$ cat src/rtl/rf_wb_arbiter.sv
// rf_wb_arbiter: round-robin arbiter sharing the register file's single write
// port among NUM_REQ writeback sources. The winning request is registered and
// driven onto the regfile load/dest/in one cycle after the handshake. Writes to
// x0 are granted but suppressed at the output stage. A combinational query
// reports whether a register still has a write in flight.
module rf_wb_arbiter #(
    parameter int NUM_REQ = 3
) (
    input  logic                    clk,
    input  logic                    rst,
    input  logic                    hold,
    input  logic [NUM_REQ-1:0]      req_valid,
    input  logic [NUM_REQ*5-1:0]    req_dest,
    input  logic [NUM_REQ*32-1:0]   req_data,
    output logic [NUM_REQ-1:0]      req_ready,
    output logic                    rf_load,
    output logic [4:0]              rf_dest,
    output logic [31:0]             rf_in,
    input  logic [4:0]              query_reg,
    output logic                    query_hit,
    output logic                    idle
);

    localparam int PTR_W = (NUM_REQ > 1) ? $clog2(NUM_REQ) : 1;
    localparam logic [PTR_W:0]   NREQ    = (PTR_W+1)'(NUM_REQ);
    localparam logic [PTR_W-1:0] LAST_IX = PTR_W'(NUM_REQ - 1);

    logic [PTR_W-1:0] ptr;

    // Per-requester views of the packed dest/data buses
    logic        [4:0]  dest_p0 [NUM_REQ];
    logic signed [31:0] data_p0 [NUM_REQ];

    genvar g;
    generate
        for (g = 0; g < NUM_REQ; g++) begin : g_unpack
            assign dest_p0[g] = req_dest[g*5 +: 5];
            assign data_p0[g] = req_data[g*32 +: 32];
        end
    endgenerate

    logic [NUM_REQ-1:0] grant_p0;
    logic [PTR_W-1:0]   gidx_p0;
    logic               found_p0;
    logic               vld_p0;
    logic [4:0]         sel_dest_p0;
    logic signed [31:0] sel_data_p0;

    // Round-robin scan starting at ptr; the first valid requester wins
    always_comb begin
        logic [PTR_W:0]   sum;
        logic [PTR_W-1:0] idx;
        grant_p0 = '0;
        gidx_p0  = '0;
        found_p0 = 1'b0;
        sum      = '0;
        idx      = '0;
        for (int j = 0; j < NUM_REQ; j++) begin
            sum = {1'b0, ptr} + (PTR_W+1)'(j);
            if (sum >= NREQ) sum = sum - NREQ;
            idx = sum[PTR_W-1:0];
            if (!found_p0 && req_valid[idx]) begin
                grant_p0[idx] = 1'b1;
                gidx_p0       = idx;
                found_p0      = 1'b1;
            end
        end
    end

    assign vld_p0      = found_p0 && !hold && !rst;
    assign req_ready   = vld_p0 ? grant_p0 : '0;
    assign sel_dest_p0 = dest_p0[gidx_p0];
    assign sel_data_p0 = data_p0[gidx_p0];

    // ---- stage boundary: granted write registered onto the regfile port ----
    logic               vld_p1;
    logic [4:0]         dest_p1;
    logic signed [31:0] data_p1;

    // Output register and pointer update; x0 writes are granted but never loaded
    always_ff @(posedge clk) begin
        if (rst) begin
            vld_p1  <= 1'b0;
            dest_p1 <= '0;
            data_p1 <= '0;
            ptr     <= '0;
        end else begin
            vld_p1 <= vld_p0 && (sel_dest_p0 != 5'd0);
            if (vld_p0 && (sel_dest_p0 != 5'd0)) begin
                dest_p1 <= sel_dest_p0;
                data_p1 <= sel_data_p0;
            end
            if (vld_p0) begin
                ptr <= (gidx_p0 == LAST_IX) ? '0 : gidx_p0 + 1'b1;
            end
        end
    end

    assign rf_load = vld_p1;
    assign rf_dest = dest_p1;
    assign rf_in   = data_p1;

    // Pending-write lookup over both the request side and the output stage
    always_comb begin
        logic hit;
        hit = vld_p1 && (dest_p1 == query_reg);
        for (int i = 0; i < NUM_REQ; i++) begin
            if (req_valid[i] && (dest_p0[i] == query_reg)) hit = 1'b1;
        end
        query_hit = (query_reg != 5'd0) && hit;
    end

    assign idle = ~|req_valid & ~vld_p1;

endmodule
$ cat config.mk
export PLATFORM = sky130hd
export DESIGN_NAME = rf_wb_arbiter
export DESIGN_NICKNAME = d
export VERILOG_FILES = /design/src/rtl/rf_wb_arbiter.sv
export SDC_FILE = /design/constraint.sdc
export NUM_CORES = 1
export LEC_CHECK = 0
export BUFFER_PORTS_ARGS = -buffer_cell sky130_fd_sc_hd__buf_2
export CELL_PAD_IN_SITES_DETAIL_PLACEMENT = 0
export CELL_PAD_IN_SITES_GLOBAL_PLACEMENT = 1
export CORE_MARGIN = 5
export CORE_UTILIZATION = 34
export CTS_BUF_LIST = sky130_fd_sc_hd__clkbuf_8
export CTS_CLUSTER_SIZE = 24
export DETAILED_ROUTE_END_ITERATION = 16
export PLACE_DENSITY = 0.87
export SLEW_MARGIN = 15
export SYNTH_ARGS = -nofsm -noshare
export SYNTH_HDL_FRONTEND = slang
export SYNTH_SLANG_ARGS = --single-unit
$ cat constraint.sdc
create_clock -name clk -period 6.04 [get_ports clk]
set_input_delay 0.302 -clock clk [delete_from_list [all_inputs] [get_ports clk]]
set_output_delay 0.302 -clock clk [all_outputs]
set_load 0.1 [all_outputs]
==> impl_metrics.ini <==
[clocking]
cts_tree = done
clkTransAtPathRegs_ns = 0.07
ctsResizeCount = 0
cts-buffers-inserted = 5
root_buffer = clkbuf_8
cts.htree.levels = 2
clock_latency_ns = 0.28
post_cts_buffers = 0
cts_hold_buf = 0
clockBufferDepth = 2
cts_sinks = 40

[power_and_ir_drop]
p_leak_nw = 2.14
powerDensity_nw_per_um2 = 439
p_comb_frac = 0.649
p_total_w = 0.00172
switching_share = 0.560
peakVddDrop_uv = 211
power.clock.fraction = 0.135
power_frac_seq = 0.216
internal-power_w = 0.000758
p_switching_w = 0.000964

[worst_setup_path]
cpPeakStageDelay_ns = 0.57
crit_path_end_kind = flop
rrSetupSlack_ns = 2.01
r2r-start = ptr[1]$_SDFFE_PP0P_
crit_arrival_ns = 4.23
cp_max_fo = 33
r2r_end = rf_in[11]$_SDFFE_PP0P_
cp_num_buf_inv = 3
rr_worst_depth = 11
worstPathCellList = inv_1, ha_1, mux2i_2, o21a_1, a31o_2, buf_4, mux2i_1, a21oi_1, o31ai_4, buf_4, mux2i_1
critPathKind = reg2reg
start_kind = flop
path_delay_family = compound AO/OA/AOI/OAI gates
crit_slowest_cell = a31o_2
worstPathRequired_ns = 6.24

[detailed_routing]
post_drt_via_cell_ratio = 5.06
routed_wl_um = 9000
antenna_left = 0
drc = 0
drt_iter0_drc = 85
num_vias = 3149
wl_per_cell_um = 14.5
drtPass1Iterations = 4

[timing]
setup_viol = 0
period_share = 0.667
fin_skew_ns = 0.0111
rsz0062_at_grt = false
tightest_slew_ns = 1.02
max_freq_mhz = 248
maxSlewHeadroom = 0.318
tns_ns = 0
layout_min_cycle_time_ns = 4.03
worst_slack_ns = 2.01
hold_viol = 0
maxSlewViolCount = 0

[hold_path]
hold_end = ptr[1]$_SDFFE_PP0P_
hold_path_class = in2reg
min-delay-start = rst
holdPathStages = 2

[synth]
syn_area_per_cell_um2 = 8.02
ys_seq_area_frac = 0.271
ys_ff_latch = 40
syn_nets = 494
yosys_warnings = 0
synth_top_area_cell = dfxtp_1
synth_cell_types = 45
yosysTopAreaCellShare = 0.271
synth_area_leaders = dfxtp_1 (27%), mux2i_1 (24%), a21oi_1 (6.3%)
syn_area_um2 = 2950
synthCells = 368

[floorplan]
die_area_um2 = 10600
row_count = 34
fp.dieW_um = 103
io_pins = 165
die_h_um = 103
core_um2 = 8590
initial_utilization = 0.344

[finish]
nets = 639
num_antenna_cells = 0
fin_area_um2 = 3920
final_cell_mix = buf_2 (164), mux2i_1 (71), nor2_1 (45), nand2_1 (43), dfxtp_1 (40)
syn2layout_area_growth_pct = 32.7
layout-drive-gt1-share = 0.354
layout_commonest_cell = buf_2
fill_cells = 888
final_cells = 622

[grt]
grt_max_degree = 39
overflow = 0
antenna_found_initial = 0
grt_pass1_wl_um = 13900
grt_usage = 0.164
grt_pass1_vias = 3005

[placement]
dp_slack_ns = 2.02
place_congestion = 0.866
hpwl_um = 7230
place_area_um2 = 3790
placed_cells = 614
portBuffers = 164

[run]
cap_viol_max_count = 0

[status]
status = complete, no violations
==> sequential cells by signal (all words and copies together) (netlist names) <==
signal,cells
ptr,2
rf_load,1
rf_in,32
rf_dest,5
==> layout make-up <==
class                           instances  area (um2)  share of cell area
Multi-Input combinational cell        291        1980               0.506
Timing Repair Buffer                  167         843               0.215
Sequential cell                        40         801               0.204
Tap cell                              108         135              0.0345
Clock buffer                            7        96.3              0.0246
Clock inverter                          1        30.0             0.00766
Inverter                                8        30.0             0.00766
==> Yosys cell counts, drive strengths merged <==
cell type  count
a211oi         6
a21oi         38
a221oi         1
a31o           1
a31oi          1
a32o           4
a32oi          1
and2           2
and3           1
and3b          4
buf           13
clkbuf        16
dfxtp         40
ha             4
inv            8
mux2           1
mux2i         72
nand2         43
nand2b         4
nand3          6
nand3b         2
nand4          3
nor2          45
nor2b          3
nor3           4
nor4           6
o2111ai        2
o211ai         3
o21a           3
o21ai          5
o22ai          1
o311a          1
o311ai         1
o31ai          2
or4            1
xnor2          4
xor2          16
==> worst max path at each step <==
stage	start	end	cells past startpoint
CTS	ptr[1]$_SDFFE_PP0P_	rf_in[11]$_SDFFE_PP0P_	11
finish	ptr[1]$_SDFFE_PP0P_	rf_in[11]$_SDFFE_PP0P_	11
detailed placement	ptr[1]$_SDFFE_PP0P_	rf_in[11]$_SDFFE_PP0P_	11
floorplan	ptr[1]$_SDFFE_PP0P_	req_ready[1]	9
global placement	ptr[1]$_SDFFE_PP0P_	rf_in[1]$_SDFFE_PP0P_	11
global route	ptr[1]$_SDFFE_PP0P_	rf_in[23]$_SDFFE_PP0P_	11
==> routing by layer <==
metal,global-route usage,routed length (um)
met1,0.207,3780
met2,0.270,4230
met3,0.0490,850
met4,0.0478,133
met5,0,0
==> cells by family (layout without fill, tap and decap cells) <==
logic type / Yosys count / after routing / share of synthesized area
compound gates: 70 / 70 / 0.156
xor+xnor: 20 / 20 / 0.0593
fa+ha+maj: 4 / 4 / 0.0169
buf+inv: 37 / 183 / 0.0589
flops: 40 / 40 / 0.271
mux: 73 / 73 / 0.249
simple gates: 124 / 124 / 0.189
==> power by group through the flow <==
stage | Sequential [W] | Clock (W) | Combinational [W]
floorplan | 0.000844 | 0 | 0.000458
global placement | 0.000375 | 0 | 0.00111
detailed placement | 0.000377 | 0 | 0.00112
CTS | 0.000373 | 0.000242 | 0.00112
global route | 0.000381 | 0.000254 | 0.00119
finish | 0.000372 | 0.000232 | 0.00112
==> stage by stage <==
stage                util  hold slack, ns
global placement    0.441           0.442
CTS                 0.456           0.242
detailed placement  0.441           0.452
finish              0.456           0.252
floorplan               -           0.371
global route        0.456           0.239
No activity file was read; power rests on OpenSTA's default activity.
